===== src/rtl/mux_ext_pkg.sv =====
// Shared constants for the extending select pipeline: extension mode
// encodings and the skid-buffer occupancy states.
package mux_ext_pkg;

  localparam logic [1:0] MODE_NATIVE = 2'b00;
  localparam logic [1:0] MODE_ZEXT8  = 2'b01;
  localparam logic [1:0] MODE_SEXT8  = 2'b10;
  localparam logic [1:0] MODE_SEXT16 = 2'b11;

  typedef enum logic [1:0] {
    EMPTY = 2'b00,
    ONE   = 2'b01,
    FULL  = 2'b10
  } skid_state_t;

endpackage


===== src/rtl/mux_ext_pipe_skid_buffer.sv =====
// Two-entry valid/ready storage. The output register holds the head beat and
// the skid register catches one extra beat, so in_ready can be a flop.
module skid_buffer
  import mux_ext_pkg::*;
#(
  parameter int DATA_W = 32
) (
  input  logic              clock,
  input  logic              reset,
  input  logic [DATA_W-1:0] in_data,
  input  logic              in_valid,
  output logic              in_ready,
  output logic [DATA_W-1:0] out_data,
  output logic              out_valid,
  input  logic              out_ready
);

  skid_state_t       state;
  skid_state_t       next_state;
  logic [DATA_W-1:0] skid_data;
  logic              accept;
  logic              xfer;
  logic              load_out;
  logic              load_skid;
  logic              out_from_skid;

  assign accept = in_valid && in_ready;
  assign xfer   = out_valid && out_ready;

  // Next-state and datapath load decisions for the occupancy FSM.
  always_comb begin
    next_state    = state;
    load_out      = 1'b0;
    load_skid     = 1'b0;
    out_from_skid = 1'b0;
    case (state)
      EMPTY: begin
        if (accept) begin
          next_state = ONE;
          load_out   = 1'b1;
        end else begin
          next_state = EMPTY;
        end
      end
      ONE: begin
        if (accept && xfer) begin
          next_state = ONE;
          load_out   = 1'b1;
        end else if (accept) begin
          next_state = FULL;
          load_skid  = 1'b1;
        end else if (xfer) begin
          next_state = EMPTY;
        end else begin
          next_state = ONE;
        end
      end
      FULL: begin
        // in_ready is low here, so only the drain of the head can happen.
        if (xfer) begin
          next_state    = ONE;
          out_from_skid = 1'b1;
        end else begin
          next_state = FULL;
        end
      end
      default: begin
        next_state = EMPTY;
      end
    endcase
  end

  // State, handshake flags and the two data registers.
  always_ff @(posedge clock or posedge reset) begin
    if (reset) begin
      state     <= EMPTY;
      in_ready  <= 1'b1;
      out_valid <= 1'b0;
      out_data  <= '0;
      skid_data <= '0;
    end else begin
      state     <= next_state;
      in_ready  <= (next_state != FULL);
      out_valid <= (next_state != EMPTY);
      if (load_out) begin
        out_data <= in_data;
      end else if (out_from_skid) begin
        out_data <= skid_data;
      end else begin
        out_data <= out_data;
      end
      if (load_skid) begin
        skid_data <= in_data;
      end else begin
        skid_data <= skid_data;
      end
    end
  end

endmodule


===== src/rtl/mux_ext_pipe.sv =====
// Channel select with per-beat byte/half extension, registered behind a
// lossless valid/ready skid buffer. Out-of-range selects yield zero and
// raise a sticky error flag.
module mux_ext_pipe
  import mux_ext_pkg::*;
#(
  parameter int NUM_IN    = 4,
  parameter int IN_W      = 32,
  parameter int OUT_W     = 32,
  parameter     SIGN_MASK = {NUM_IN{1'b0}},
  parameter int SEL_W     = $clog2(NUM_IN)
) (
  input  logic                   clock,
  input  logic                   reset,
  input  logic [NUM_IN*IN_W-1:0] in_data,
  input  logic [SEL_W-1:0]       in_sel,
  input  logic [1:0]             in_mode,
  input  logic                   in_valid,
  output logic                   in_ready,
  output logic [OUT_W-1:0]       out_data,
  output logic                   out_valid,
  input  logic                   out_ready,
  output logic                   sel_err,
  input  logic                   err_clr
);

  if (NUM_IN < 2 || NUM_IN > 16) begin : g_bad_num_in
    $error("mux_ext_pipe: NUM_IN must be in 2..16");
  end
  if (IN_W < 16) begin : g_bad_in_w
    $error("mux_ext_pipe: IN_W must be >= 16");
  end
  if (OUT_W < 16) begin : g_bad_out_w
    $error("mux_ext_pipe: OUT_W must be >= 16");
  end
  if ($bits(SIGN_MASK) != NUM_IN) begin : g_bad_mask
    $error("mux_ext_pipe: SIGN_MASK width must equal NUM_IN");
  end
  if (SEL_W != $clog2(NUM_IN)) begin : g_bad_sel_w
    $error("mux_ext_pipe: SEL_W is derived and must not be overridden");
  end

  localparam logic [NUM_IN-1:0] MASK = SIGN_MASK;

  logic [IN_W-1:0]  chan;
  logic             chan_sign;
  logic             sel_ok;
  logic [OUT_W-1:0] native_ext;
  logic [OUT_W-1:0] result;
  logic             accept;

  // One-hot OR mux over the channels; no hit means the select is out of range.
  always_comb begin
    chan      = '0;
    chan_sign = 1'b0;
    sel_ok    = 1'b0;
    for (int i = 0; i < NUM_IN; i++) begin
      chan      = chan | ({IN_W{in_sel == SEL_W'(i)}} & in_data[i*IN_W +: IN_W]);
      chan_sign = chan_sign | ((in_sel == SEL_W'(i)) & MASK[i]);
      sel_ok    = sel_ok | (in_sel == SEL_W'(i));
    end
  end

  if (IN_W >= OUT_W) begin : g_native_trunc
    assign native_ext = chan[OUT_W-1:0];
  end else begin : g_native_ext
    assign native_ext = {{(OUT_W-IN_W){chan_sign & chan[IN_W-1]}}, chan};
  end

  // Apply the requested extension mode to the selected channel.
  always_comb begin
    result = '0;
    if (sel_ok) begin
      case (in_mode)
        MODE_NATIVE: result = native_ext;
        MODE_ZEXT8:  result = {{(OUT_W-8){1'b0}}, chan[7:0]};
        MODE_SEXT8:  result = {{(OUT_W-8){chan[7]}}, chan[7:0]};
        MODE_SEXT16: result = {{(OUT_W-16){chan[15]}}, chan[15:0]};
        default:     result = '0;
      endcase
    end else begin
      result = '0;
    end
  end

  assign accept = in_valid && in_ready;

  // Sticky select-error flag; a new error beats a simultaneous clear.
  always_ff @(posedge clock or posedge reset) begin
    if (reset) begin
      sel_err <= 1'b0;
    end else if (accept && !sel_ok) begin
      sel_err <= 1'b1;
    end else if (err_clr) begin
      sel_err <= 1'b0;
    end else begin
      sel_err <= sel_err;
    end
  end

  skid_buffer #(
    .DATA_W (OUT_W)
  ) u_skid (
    .clock     (clock),
    .reset     (reset),
    .in_data   (result),
    .in_valid  (in_valid),
    .in_ready  (in_ready),
    .out_data  (out_data),
    .out_valid (out_valid),
    .out_ready (out_ready)
  );

endmodule


===== config.mk =====
export PLATFORM = sky130hd
export DESIGN_NAME = mux_ext_pipe
export DESIGN_NICKNAME = d
export VERILOG_FILES = /design/src/rtl/mux_ext_pkg.sv /design/src/rtl/mux_ext_pipe_skid_buffer.sv /design/src/rtl/mux_ext_pipe.sv
export SDC_FILE = /design/constraint.sdc
export NUM_CORES = 1
export LEC_CHECK = 0
export ABC_AREA = 1
export ABC_CLOCK_PERIOD_IN_PS = 3170
export BUFFER_PORTS_ARGS = -buffer_cell sky130_fd_sc_hd__buf_2
export CORE_MARGIN = 4
export CORE_UTILIZATION = 25
export CTS_BUF_LIST = sky130_fd_sc_hd__clkbuf_16
export CTS_CLUSTER_SIZE = 30
export DETAILED_ROUTE_END_ITERATION = 16
export GPL_TIMING_DRIVEN = 0
export PLACE_DENSITY = 0.55
export SLEW_MARGIN = 20
export SYNTH_ARGS = -nofsm -noshare
export SYNTH_HDL_FRONTEND = slang
export SYNTH_SLANG_ARGS = --single-unit

===== constraint.sdc =====
create_clock -name clock -period 3.17 [get_ports clock]
set_input_delay 0.4755 -clock clock [delete_from_list [all_inputs] [get_ports clock]]
set_output_delay 0.4755 -clock clock [all_outputs]
set_load 0.03 [all_outputs]

---- Word level (Yosys, flattened, before mapping) ----
Index checks and enable logic that the tools add are counted.
Widths: inputs -> output; s select.
cells by class
  eq/ne operators ......................... 9
  muxes and demuxes ....................... 19
  bitwise operators ....................... 10
  reductions and logical operators ........ 11
operator list
  cell                count
  $and 32x32->32      4
  $pmux 32 s4         1
  $mux 32             3
  $or 32x32->32       3
  $eq 2x2->1 const B  5
  $mux 1              10
  $eq 2x1->1 const B  3
  $logic_not 2->1     3
  $mux 2              3
  $pmux 2 s3          1
  $reduce_bool 2->1   3
  $logic_and 1x1->1   4
  $or 1x1->1          3
  $ne 2x2->1 const B  1
  $pmux 1 s2          1
  $logic_not 1->1     1
word-level totals
  bits in registers ....................... 69
  input port bits ......................... 137
  output and inout port bits .............. 35
  word-level logic and storage cells ...... 55

---- Longest topological paths before layout ----
Gate-level depths: netlist of run 1.
  word-level depth ........................ 8
  mapped depth ............................ 10
  mapped depth without buffers ............ 9

---- Hierarchy ----
A second synthesis of run 1 with hierarchy kept.
unflattened totals
  cell total of the unflattened synthesis .. 650
  area, all modules ....................... 4365.4 um^2
modules (own cells, without submodules)
  module        instances  cells each  area each (um^2)
  skid_buffer   1          410         3258.1
  mux_ext_pipe  1          240         1107.3

---- Worst setup path after synthesis of run 1 ----
OpenSTA, ideal clock, no wires.
  kind .................................... reg2reg
  start point ............................. register u_skid.out_valid
  end point ............................... register u_skid.out_data[25]
  setup time .............................. 0.133 ns
  data arrival time ....................... 1.623 ns
  data required time ...................... 3.037 ns
  path slack .............................. 1.414 ns
  stages on the path, launching flop included .. 11
  clock period less this slack ............ 1.756 ns
  cells stage by stage .................... dfrtp_1 nand2_1 inv_1 ha_1 nand3_1 nand2_1 inv_1 buf_1 nand2_1 a21oi_1 a21oi_1
on the way
  word-level cells in the longest chain between the ends .. 5
ends and longest elaborated chain
  element                                              line                            source
  start: declaration                                   mux_ext_pipe_skid_buffer.sv:14  output logic out_valid,
  start signal: assignment                             mux_ext_pipe_skid_buffer.sv:84  out_valid <= (next_state != EMPTY);
  $logic_and 1x1->1 *                                  mux_ext_pipe_skid_buffer.sv:28  assign xfer = out_valid && out_ready;
  $logic_and 1x1->1                                    mux_ext_pipe_skid_buffer.sv:46  if (accept && xfer) begin
  $mux 1                                               mux_ext_pipe_skid_buffer.sv:46
  $pmux 1 s2                                           mux_ext_pipe_skid_buffer.sv:36  case (state)
  $mux 32 / $reduce_bool 2->1 (equally long branches)  --
  end signal: assignment                               mux_ext_pipe_skid_buffer.sv:86  out_data <= in_data;
  end signal: assignment                               mux_ext_pipe_skid_buffer.sv:88  out_data <= skid_data;
  end signal: assignment                               mux_ext_pipe_skid_buffer.sv:90  out_data <= out_data;
  end: declaration                                     mux_ext_pipe_skid_buffer.sv:13  output logic [DATA_W-1:0] out_data,
Mark *: on every way between the ends. The rest lies on a longest branch, timed or not.
A chain may end at the register's enable or synchronous reset.

---- Final worst setup path of run 1 ----
  start point ............................. register u_skid.out_valid
  end point ............................... register u_skid.out_data[24]
The elaborated chain is that of the path after synthesis.

==> load_flow_metrics.sql, run 1 <==
INSERT INTO impl_metrics (metric_group, metric, value, unit) VALUES
('run_status', 'result_of_the_run', 'complete, no violations', ''),
('clock_network', 'cts_max_path_buffers', '2', ''),
('route', 'total_via_count_after_detailed_routing', '4163', ''),
('clock_network', 'cts_tree', 'built', ''),
('timing', 'finalWorstSetupSlack', '1.184', 'ns'),
('cells_and_area', 'number_of_inserted_diodes', '0', ''),
('clock_network', 'root_buffer', 'clkbuf_16', ''),
('yosys', 'syn-mean-instance-area', '7.065', 'um2'),
('route', 'remaining_routing_drc_violations', '0', ''),
('timing', 'unrepaired_setup_endpoints_after_global_routing', 'false', ''),
('timing', 'finalClockSkew', '0.002225', 'ns'),
('worst_setup_path', 'critPathCaptureType', 'register', ''),
('yosys', 'postSynth.asyncResetShare', '100.0', '%'),
('timing', 'finalCritPeriodShare', '62.64', '%'),
('clock_network', 'cts.repair_timing.setup_buffer_count', '0', ''),
('grt', 'number_of_global_route_vias_before_repair', '4116', ''),
('timing', 'relative_slew_slack', '61.67', '%'),
('power_and_ir_drop', 'static_leakage', '2.776', 'nW'),
('timing', 'tns', '0', 'ns'),
('yosys', 'ys_warn_count', '0', ''),
('grt', 'grt.overflow.total', '0', ''),
('worst_setup_path', 'path_class', 'reg2reg', ''),
('clock_network', 'cts_buffers', '9', ''),
('yosys', 'yosys.area.top_type_share', '44.77', '%'),
('power_and_ir_drop', 'p_per_area', '840.6', 'mW/mm2'),
('yosys', 'synth_edf_count', '0', ''),
('yosys', 'netlist.top_cell.by_area', 'dfrtp_1', ''),
('power_and_ir_drop', 'ir_drop', '325.6', 'uV'),
('grt', 'grt.busiest_layer', 'met2', ''),
('clock_network', 'clkLatencyLatePin', '0.33', 'ns'),
('yosys', 'synth_fp_nets', '677', ''),
('route', 'avgViaCountPerCell', '4.585', ''),
('yosys', 'netlist-cell-type-count', '29', ''),
('timing', 'fin_crit', '1.986', 'ns'),
('yosys', 'synth-seq-area-share', '45.46', '%'),
('grt', 'grt_first_pass_wirelength', '21750', 'um'),
('grt', 'grt_use_met1', '21.05', '%'),
('placement', 'pre_cts_ws', '0.9906', 'ns'),
('die', 'initial_util', '25.86', '%'),
('cells_and_area', 'drive_gt1_share', '27.62', '%'),
('grt', 'grt_max_degree', '44', ''),
('timing', 'setup_viol', '0', ''),
('clock_network', 'cts-hold-fix-buffers', '0', ''),
('run', 'drv_cap', '0', ''),
('route', 'detail_route.first_pass.iterations', '5', ''),
('die', 'boundaryPins', '172', ''),
('worst_setup_path', 'critical_path_arrival', '2.18', 'ns'),
('yosys', 'synth.ff_latch_count', '69', ''),
('yosys', 'post-synth-top-count-cell', 'nand2_1', ''),
('timing', 'tightest_slew', '0.5749', 'ns'),
('worst_hold_path', 'hp-class', 'in2async', ''),
('grt', 'number_of_antenna_violations_at_the_first_check_in_global_routing', '0', ''),
('yosys', 'synth.cells.most_frequent', '261 x nand2_1, 68 x dfrtp_1, 55 x a21oi_1', ''),
('die', 'die-height', '131.3', 'um'),
('placement', 'place_congestion', '0.7941', ''),
('worst_setup_path', 'startpoint_type', 'register', ''),
('cells_and_area', 'fin_nets', '859', ''),
('cells_and_area', 'n_fill_cell', '1584', ''),
('grt', 'gr-usage-all-layers', '15.71', '%'),
('placement', 'place.detailed.instances', '893', ''),
('yosys', 'syn_area', '0.003801', 'mm2'),
('timing', 'maxClockFrequency', '503.6', 'MHz'),
('clock_network', 'clock_sink_count', '69', ''),
('yosys', 'synth-main-ff-cell', 'dfrtp_1', ''),
('die', 'floorplan.core_area', '0.01470', 'mm2'),
('yosys', 'synth.top_cells.by_area', 'dfrtp_1 45%, nand2_1 26%, a21oi_1 7.2%, nand4_1 3.9%, o21ai_0 2.5%', ''),
('grt', 'use_met3', '3.058', '%'),
('yosys', 'syn_inst', '538', ''),
('timing', 'final_max_slew_viol_count', '0', ''),
('placement', 'hpwl_reported_at_the_end_of_detailed_placement', '10940', 'um'),
('route', 'ant_nets', '0', '');
## final timing paths
check,from,end,slack (ns),cells past startpoint
worst max-delay path,u_skid.out_valid$_DFF_PP0_,u_skid.out_data[24]$_DFFE_PP0P_,1.18,10
worst min-delay path,reset,sel_err$_DFFE_PP0P_,0.12,2
worst max register to register,u_skid.out_valid$_DFF_PP0_,u_skid.out_data[24]$_DFFE_PP0P_,1.18,10
worst min register to register,sel_err$_DFFE_PP0P_,sel_err$_DFFE_PP0P_,0.48,2
max in group asynchronous,reset,u_skid.skid_data[12]$_DFFE_PP0P_,2.52,3
min in group clock,err_clr,sel_err$_DFFE_PP0P_,0.29,2
## per-layer routing
metal | part of all wire, % | vias up | wire length, um
li1 | - | 2126 | -
met3 | 5.8 | 18 | 793
met5 | 0 | - | 0
met2 | 47 | 134 | 6453
met1 | 46 | 1885 | 6299
met4 | 1.6 | 0 | 224
## registers in the layout, indices dropped and copies added, names as in the netlist
register          count
u_skid.out_data      32
u_skid.skid_data     32
u_skid.state          2
sel_err               1
u_skid.in_ready       1
u_skid.out_valid      1
## power breakdown
group / leakage, nW / internal [mW] / switching (mW) / total [mW]
clock: 0.136 / 0.509 / 0.338 / 0.848
sequential: 0.856 / 1.30 / 0.229 / 1.53
combinational: 1.78 / 0.623 / 1.34 / 1.96
## cells by family (layout without fill, tap and decap cells)
kind of cell | count (synthesis) | in the layout | synth area share (%)
AOI/OAI and AO/OA | 100 | 100 | 14.42
and+or+nand+nor | 315 | 315 | 33.77
buffers and inverters | 52 | 238 | 5.694
DFF | 69 | 69 | 45.46
adders and majority gates | 2 | 2 | 0.6582
## area by class of cell
| class | count | area [um2] | area share, % |
|---|---|---|---|
| clock inverters | 6 | 25.02 | 0.4847 |
| clock buffers | 9 | 225.2 | 4.363 |
| repair buffers | 171 | 878.3 | 17.01 |
| inverters | 20 | 77.57 | 1.503 |
| plain buffers | 32 | 141.4 | 2.739 |
| multi-input cells | 417 | 1857 | 35.97 |
| well taps | 184 | 230.2 | 4.460 |
| flip-flops and latches | 69 | 1728 | 33.47 |
## layout by cell type (no fill, tap or decap), types with 3 or more instances in the layout
| master | instances |
|---|---|
| nand3_1 | 14 |
| inv_1 | 20 |
| nand4_1 | 24 |
| clkbuf_1 | 19 |
| a22oi_1 | 8 |
| buf_2 | 178 |
| dfrtp_1 | 68 |
| buf_1 | 3 |
| a21oi_1 | 55 |
| nor2_1 | 10 |
| o21ai_0 | 19 |
| clkbuf_16 | 9 |
| nand2_1 | 261 |
| o21ai_1 | 11 |
## per-stage QoR
step / cell area, um2 / utilization, % / power [mW]
floorplan: 3801 / - / 2.838
global placement: 4882 / 33.21 / 3.487
detailed placement: 4912 / 33.42 / 3.519
CTS: 5162 / 35.12 / 4.392
global route: 5162 / 35.12 / 4.650
finish: 5162 / 35.12 / 4.340
## critical path, stage by stage (launching register included)
cell and delay (ns):
dfrtp_1 0.37, nand2_1 0.12, inv_1 0.07, ha_1 0.18, nand3_1 0.07, nand2_1 0.12, inv_1 0.20, buf_1 0.41
nand2_1 0.12, a21oi_1 0.14, a21oi_1 0.05
Note: power is estimated with default switching activity, not from simulation.
==> run 2, diff against run 1 <==
ABC_CLOCK_PERIOD_IN_PS = 1960   (was 3170)
clock period = 1.96 ns   (was 3.17 ns; I/O delays follow)
==> load_flow_metrics.sql, run 2 (synthesized netlist as in run 1, its figures left out) <==
INSERT INTO impl_metrics (metric_group, metric, value, unit) VALUES
('grt', 'number_of_global_route_vias_before_repair', '4095', ''),
('clock_network', 'cts_tree', 'built', ''),
('worst_setup_path', 'ff2ff_path_depth', '9', ''),
('route', 'ant_nets', '0', ''),
('worst_setup_path', 'critPathMaxStageDelay', '0.52', 'ns'),
('worst_setup_path', 'critPathSlowestCell', 'dfstp_2', ''),
('worst_setup_path', 'rr_startpoint', 'u_skid.in_ready$_DFF_PP1_', ''),
('cells_and_area', 'drive_gt1_share', '28.93', '%'),
('route', 'avgViaCountPerCell', '4.577', ''),
('timing', 'setup_viol', '0', ''),
('power_and_ir_drop', 'ir_drop', '600.1', 'uV'),
('clock_network', 'root_buffer', 'clkbuf_16', ''),
('route', 'post_drt_wl_per_cell', '15.15', 'um'),
('worst_hold_path', 'min_path_cells', '2', ''),
('worst_setup_path', 'timing.critical_path.mode_cell', 'inv_1', ''),
('placement', 'io_buffer_count', '170', ''),
('grt', 'gr-usage-all-layers', '15.53', '%'),
('grt', 'grt.overflow.total', '0', ''),
('clock_network', 'clkLatencyLatePin', '0.33', 'ns'),
('placement', 'place.detailed.instances', '894', ''),
('power_and_ir_drop', 'static_leakage', '2.808', 'nW'),
('worst_setup_path', 'critPathMaxFanout', '10', ''),
('timing', 'relative_slew_slack', '59.32', '%'),
('die', 'floorplan.core_area', '0.01470', 'mm2'),
('route', 'total_via_count_after_detailed_routing', '4165', ''),
('cells_and_area', 'number_of_inserted_diodes', '0', ''),
('timing', 'maxClockFrequency', '552.5', 'MHz'),
('timing', 'final_max_slew_viol_count', '0', ''),
('worst_hold_path', 'whs_endpoint', 'sel_err$_DFFE_PP0P_', ''),
('grt', 'number_of_antenna_violations_at_the_first_check_in_global_routing', '0', ''),
('timing', 'finalClockSkew', '0.004962', 'ns'),
('power_and_ir_drop', 'p_per_area', '1400', 'mW/mm2'),
('grt', 'grt_max_degree', '33', ''),
('cells_and_area', 'fin_nets', '860', ''),
('worst_hold_path', 'hp-class', 'in2reg', ''),
('clock_network', 'cts_max_path_buffers', '2', ''),
('die', 'boundaryPins', '172', ''),
('placement', 'detailed_place.area', '0.004933', 'mm2'),
('timing', 'unrepaired_setup_endpoints_after_global_routing', 'false', ''),
('worst_hold_path', 'hp-start', 'err_clr', ''),
('die', 'die_area', '0.01724', 'mm2'),
('cells_and_area', 'registers_with_the_most_flip_flops', 'u_skid.out_data (32), u_skid.skid_data (32), u_skid.state (2)', ''),
('placement', 'hpwl_reported_at_the_end_of_detailed_placement', '10990', 'um'),
('cells_and_area', 'layout_commonest_cell', 'nand2_1', ''),
('timing', 'final_hold_viol_count', '0', ''),
('clock_network', 'cts_buffers', '9', ''),
('placement', 'place_congestion', '0.7904', ''),
('die', 'die-height', '131.3', 'um'),
('route', 'initialDrtViolationCount', '239', ''),
('clock_network', 'cts_max_level', '3', ''),
('worst_setup_path', 'path_class', 'reg2reg', ''),
('clock_network', 'clkTransAtPathRegs', '0.06', 'ns'),
('run', 'drv_cap', '0', ''),
('die', 'initial_util', '25.86', '%'),
('die', 'die_w', '131.3', 'um'),
('worst_setup_path', 'crit_chain', 'nand2_1, inv_1, ha_1, nand3_1, nand2_2, inv_1, buf_2, nor3_1, o21ai_0', ''),
('route', 'remaining_routing_drc_violations', '0', ''),
('grt', 'grt_first_pass_wirelength', '21810', 'um'),
('worst_setup_path', 'worst_ep_required_time', '2.17', 'ns'),
('run_status', 'result_of_the_run', 'complete, no violations', ''),
('cells_and_area', 'commonest_cells_after_routing_fill_and_taps_aside', '260 x nand2_1, 180 x buf_2, 68 x dfrtp_1, 55 x a21oi_1, 24 x nand4_1', ''),
('timing', 'tightest_slew', '0.6102', 'ns'),
('worst_setup_path', 'critPathCaptureType', 'register', ''),
('worst_setup_path', 'startpoint_type', 'register', ''),
('route', 'totalWireLength', '13780', 'um'),
('worst_setup_path', 'critical_path_arrival', '2.02', 'ns'),
('cells_and_area', 'finish.instance_area', '0.005264', 'mm2'),
('cells_and_area', 'areaGrowthSynthToFinish', '38.48', '%'),
('worst_setup_path', 'setup.reg_to_reg.worst_slack', '0.15', 'ns'),
('die', 'std_cell_rows', '44', ''),
('worst_setup_path', 'r2r_end', 'u_skid.out_data[7]$_DFFE_PP0P_', ''),
('route', 'detail_route.first_pass.iterations', '4', ''),
('cells_and_area', 'finalNonFillerCells', '910', ''),
('timing', 'finalCritPeriodShare', '92.35', '%'),
('clock_network', 'clock_sink_count', '69', ''),
('timing', 'fin_crit', '1.810', 'ns');
==> run 2: cell types whose count changed in the layout (fill, tap and decap cells not counted), sizes merged <==
| cell | change |
|---|---|
| bufinv | +2 |
| dlygate4sd3 | +1 |
| clkinvlp | +2 |
| inv | -4 |
| clkinv | +1 |
==> run 2: how the worst max path moves through the flow <==
stage	from	end	cells after the start	slack, ns
after detailed placement	out_ready	u_skid.out_data[28]$_DFFE_PP0P_	11	-0.06
final	u_skid.in_ready$_DFF_PP1_	u_skid.out_data[7]$_DFFE_PP0P_	9	0.15
after floorplan	u_skid.out_valid$_DFF_PP0_	u_skid.out_data[25]$_DFFE_PP0P_	10	0.20
after CTS	u_skid.out_valid$_DFF_PP0_	u_skid.out_data[8]$_DFFE_PP0P_	9	0.06
after global routing	u_skid.out_valid$_DFF_PP0_	u_skid.out_data[18]$_DFFE_PP0P_	10	0.009
after global placement	u_skid.in_ready$_DFF_PP1_	u_skid.skid_data[7]$_DFFE_PP0P_	8	-0.03
==> run 2: power breakdown <==
group          total [mW]  leakage [nW]  internal (mW)  switching (mW)
combinational        3.19          1.80           1.02            2.17
clock                1.71         0.153           1.11           0.609
sequential           2.46         0.856           2.10           0.363
==> run 2: final cells by class <==
type	count	area (um2)
repair buffers	173	908.4
inverters	20	78.83
flip-flops and latches	69	1728
well taps	184	230.2
multi-input cells	417	1862
clock buffers	9	225.2
plain buffers	31	141.4
clock inverters	7	90.09
fillers	1594	9435
==> run 2: what timing repair did <==
item,CTS,global route
resized for setup,2,3
setup buffers,0,0
hold endpoints to repair,13,0
hold buffers,1,0
setup endpoints to repair,16,13
==> run 2: stage by stage <==
step	setup slack, ns	TNS [ns]	power [mW]	hold slack (ns)	utilization, %
5_1_grt	0.008924	0	7.861	0.09725	35.81
3_5_place_dp	-0.05627	-0.4680	5.699	0.3210	33.56
4_1_cts	0.06031	0	7.432	0.09825	35.77
3_3_place_gp	-0.02661	-0.1236	5.646	0.4447	33.24
2_1_floorplan	0.2040	0	4.591	0.3604	-
6_report	0.1500	0	7.367	0.1036	35.81
==> run 2: worst max-delay path: cells and delay by family, from the launching register on <==
kind	cells	cell delay [ns]
and+or+nand+nor	4	0.45
AOI/OAI and AO/OA	1	0.09
buffers and inverters	3	0.47
adders and majority gates	1	0.16
DFF	1	0.52
==> run 2: per-layer routing <==
layer,share of wire [%],track usage [%],wire [um],vias up
met1,47,21.78,6531,1893
met4,1.4,4.726,190,0
met2,46,24.71,6374,128
met5,0,0,0,-
li1,-,-,-,2130
met3,5.0,2.561,686,14
==> run 3, diff against run 2 <==
SETUP_SLACK_MARGIN = 0.2   (was not set)
==> load_flow_metrics.sql, run 3 (synthesized netlist as in run 1, its figures left out) <==
INSERT INTO impl_metrics (metric_group, metric, value, unit) VALUES
('cells_and_area', 'commonest_cells_after_routing_fill_and_taps_aside', '260 x nand2_1, 178 x buf_2, 68 x dfrtp_1, 55 x a21oi_1, 24 x nand4_1', ''),
('timing', 'finalClockSkew', '0.004175', 'ns'),
('route', 'initialDrtViolationCount', '200', ''),
('route', 'detail_route.first_pass.iterations', '4', ''),
('clock_network', 'clkTransAtPathRegs', '0.06', 'ns'),
('power_and_ir_drop', 'p_per_area', '1406', 'mW/mm2'),
('worst_setup_path', 'critPathMaxStageDelay', '0.53', 'ns'),
('worst_hold_path', 'hp-class', 'in2reg', ''),
('grt', 'grt_max_degree', '33', ''),
('placement', 'place.detailed.instances', '894', ''),
('timing', 'finalCritPeriodShare', '84.11', '%'),
('cells_and_area', 'n_fill_cell', '1589', ''),
('power_and_ir_drop', 'design_power_total', '7.487', 'mW'),
('cells_and_area', 'areaGrowthSynthToFinish', '40.13', '%'),
('die', 'die-height', '131.3', 'um'),
('cells_and_area', 'multiInputGateArea', '0.001884', 'mm2'),
('cells_and_area', 'layout_commonest_cell', 'nand2_1', ''),
('worst_setup_path', 'critical_path_buffer_and_inverter_count', '3', ''),
('timing', 'final_max_slew_viol_count', '0', ''),
('worst_setup_path', 'startpoint_type', 'register', ''),
('cells_and_area', 'number_of_inserted_diodes', '0', ''),
('timing', 'final_hold_viol_count', '0', ''),
('timing', 'tns', '0', 'ns'),
('die', 'die_w', '131.3', 'um'),
('route', 'detail_route.wirelength.met1', '6554', 'um'),
('die', 'die_area', '0.01724', 'mm2'),
('timing', 'relative_slew_slack', '60.13', '%'),
('die', 'floorplan.core_area', '0.01470', 'mm2'),
('placement', 'hpwl_reported_at_the_end_of_detailed_placement', '10990', 'um'),
('grt', 'grt.overflow.total', '0', ''),
('clock_network', 'clkLatencyLatePin', '0.33', 'ns'),
('run_status', 'result_of_the_run', 'complete, no violations', ''),
('route', 'remaining_routing_drc_violations', '0', ''),
('grt', 'number_of_global_route_vias_before_repair', '4099', ''),
('route', 'met2RoutedLength', '6458', 'um'),
('route', 'avgViaCountPerCell', '4.564', ''),
('timing', 'fin_crit', '1.648', 'ns'),
('worst_setup_path', 'worst_ep_required_time', '2.16', 'ns'),
('cells_and_area', 'finish.utilization', '36.24', '%'),
('placement', 'place_congestion', '0.7904', ''),
('worst_setup_path', 'critPathSlowestCell', 'dfstp_2', ''),
('timing', 'setup_viol', '0', ''),
('route', 'totalWireLength', '13860', 'um'),
('die', 'initial_util', '25.86', '%'),
('route', 'post_drt_wl_per_cell', '15.19', 'um'),
('cells_and_area', 'finalNonFillerCells', '912', ''),
('timing', 'hold_slack', '0.1011', 'ns'),
('worst_setup_path', 'crit_chain', 'nand2_1, inv_2, ha_1, nand3_1, nand2_2, buf_4, clkbuf_2, a21oi_1', ''),
('cells_and_area', 'drive_gt1_share', '30.77', '%'),
('die', 'boundaryPins', '172', ''),
('cells_and_area', 'seq_area', '0.001728', 'mm2'),
('timing', 'tightest_slew', '0.5981', 'ns'),
('die', 'std_cell_rows', '44', ''),
('grt', 'number_of_antenna_violations_at_the_first_check_in_global_routing', '0', ''),
('clock_network', 'clock_sink_count', '69', ''),
('clock_network', 'cts_buffers', '9', ''),
('grt', 'gr-usage-all-layers', '15.54', '%'),
('worst_setup_path', 'setup.reg_to_reg.worst_slack', '0.31', 'ns'),
('timing', 'unrepaired_setup_endpoints_after_global_routing', 'true', ''),
('clock_network', 'cts_tree', 'built', ''),
('timing', 'maxClockFrequency', '606.6', 'MHz'),
('route', 'detailroute.wirelength.met3', '673', 'um'),
('cells_and_area', 'registers_with_the_most_flip_flops', 'u_skid.out_data (32), u_skid.skid_data (32), u_skid.state (2)', ''),
('placement', 'io_buffer_count', '170', ''),
('route', 'total_via_count_after_detailed_routing', '4162', ''),
('worst_setup_path', 'path_class', 'reg2reg', ''),
('route', 'ant_nets', '0', ''),
('run', 'drv_cap', '0', ''),
('power_and_ir_drop', 'static_leakage', '2.849', 'nW'),
('worst_setup_path', 'cp_top_family', 'flip-flops', ''),
('clock_network', 'cts_max_path_buffers', '2', ''),
('worst_setup_path', 'critical_path_arrival', '1.85', 'ns'),
('grt', 'grt_first_pass_wirelength', '21820', 'um'),
('power_and_ir_drop', 'ir_drop', '619.7', 'uV'),
('clock_network', 'root_buffer', 'clkbuf_16', ''),
('worst_setup_path', 'critPathMaxFanout', '10', ''),
('route', 'highest_routed_metal_layer', 'met4', ''),
('clock_network', 'cts_max_level', '3', ''),
('worst_setup_path', 'critPathCaptureType', 'register', ''),
('cells_and_area', 'fin_nets', '862', '');
-- run 3: area by class of cell --
cell class,instances,share of cell area [%]
multi-input cells,417,35.38
plain buffers,32,3.265
flip-flops and latches,69,32.44
clock inverters,7,1.691
clock buffers,9,4.228
repair buffers,174,17.20
well taps,184,4.322
inverters,20,1.480
-- run 3: final timing paths --
check                                                 startpoint                               end  cells after the start
worst max register to register         u_skid.in_ready$_DFF_PP1_   u_skid.out_data[17]$_DFFE_PP0P_                      8
max in group asynchronous                                  reset         u_skid.state[1]$_DFF_PP0_                      4
worst min-delay path                                     err_clr               sel_err$_DFFE_PP0P_                      2
worst max-delay path                   u_skid.in_ready$_DFF_PP1_   u_skid.out_data[17]$_DFFE_PP0P_                      8
min in group asynchronous                                  reset   u_skid.out_data[11]$_DFFE_PP0P_                      3
worst min register to register  u_skid.skid_data[11]$_DFFE_PP0P_  u_skid.skid_data[11]$_DFFE_PP0P_                      2
-- run 3: layer usage --
layer  vias up  global-route usage [%]
met4         0                   4.726
li1       2135                       -
met1      1902                   21.78
met3        11                   2.561
met5         -                       0
met2       114                   24.74
-- run 3: per-stage QoR --
step | area [um2] | worst slack (ns)
detailed placement | 4933 | -0.05627
floorplan | 3805 | 0.2040
CTS | 5276 | 0.2176
global route | 5326 | 0.1717
finish | 5326 | 0.3115
global placement | 4886 | -0.02661
-- run 3: power breakdown --
group | leakage, nW | internal (mW) | switching, mW | total, mW
clock | 0.153 | 1.11 | 0.611 | 1.72
sequential | 0.856 | 2.10 | 0.367 | 2.47
combinational | 1.84 | 1.10 | 2.20 | 3.30
total | 2.85 | 4.31 | 3.18 | 7.49
-- run 3: worst reg2reg max path, cell delays in order (launching register included) --
cell	delay (ns)
dfstp_2	0.53
nand2_1	0.07
inv_2	0.08
ha_1	0.14
nand3_1	0.08
nand2_2	0.14
buf_4	0.13
clkbuf_2	0.24
a21oi_1	0.12
-- run 3: timing repair --
action / in CTS / in global routing
endpoints found under the setup margin: 39 / 44
hold endpoints to repair: 13 / 0
hold buffers: 1 / 0
resized for setup: 10 / 23
pin swaps: 0 / 1
buffers inserted: 0 / 1
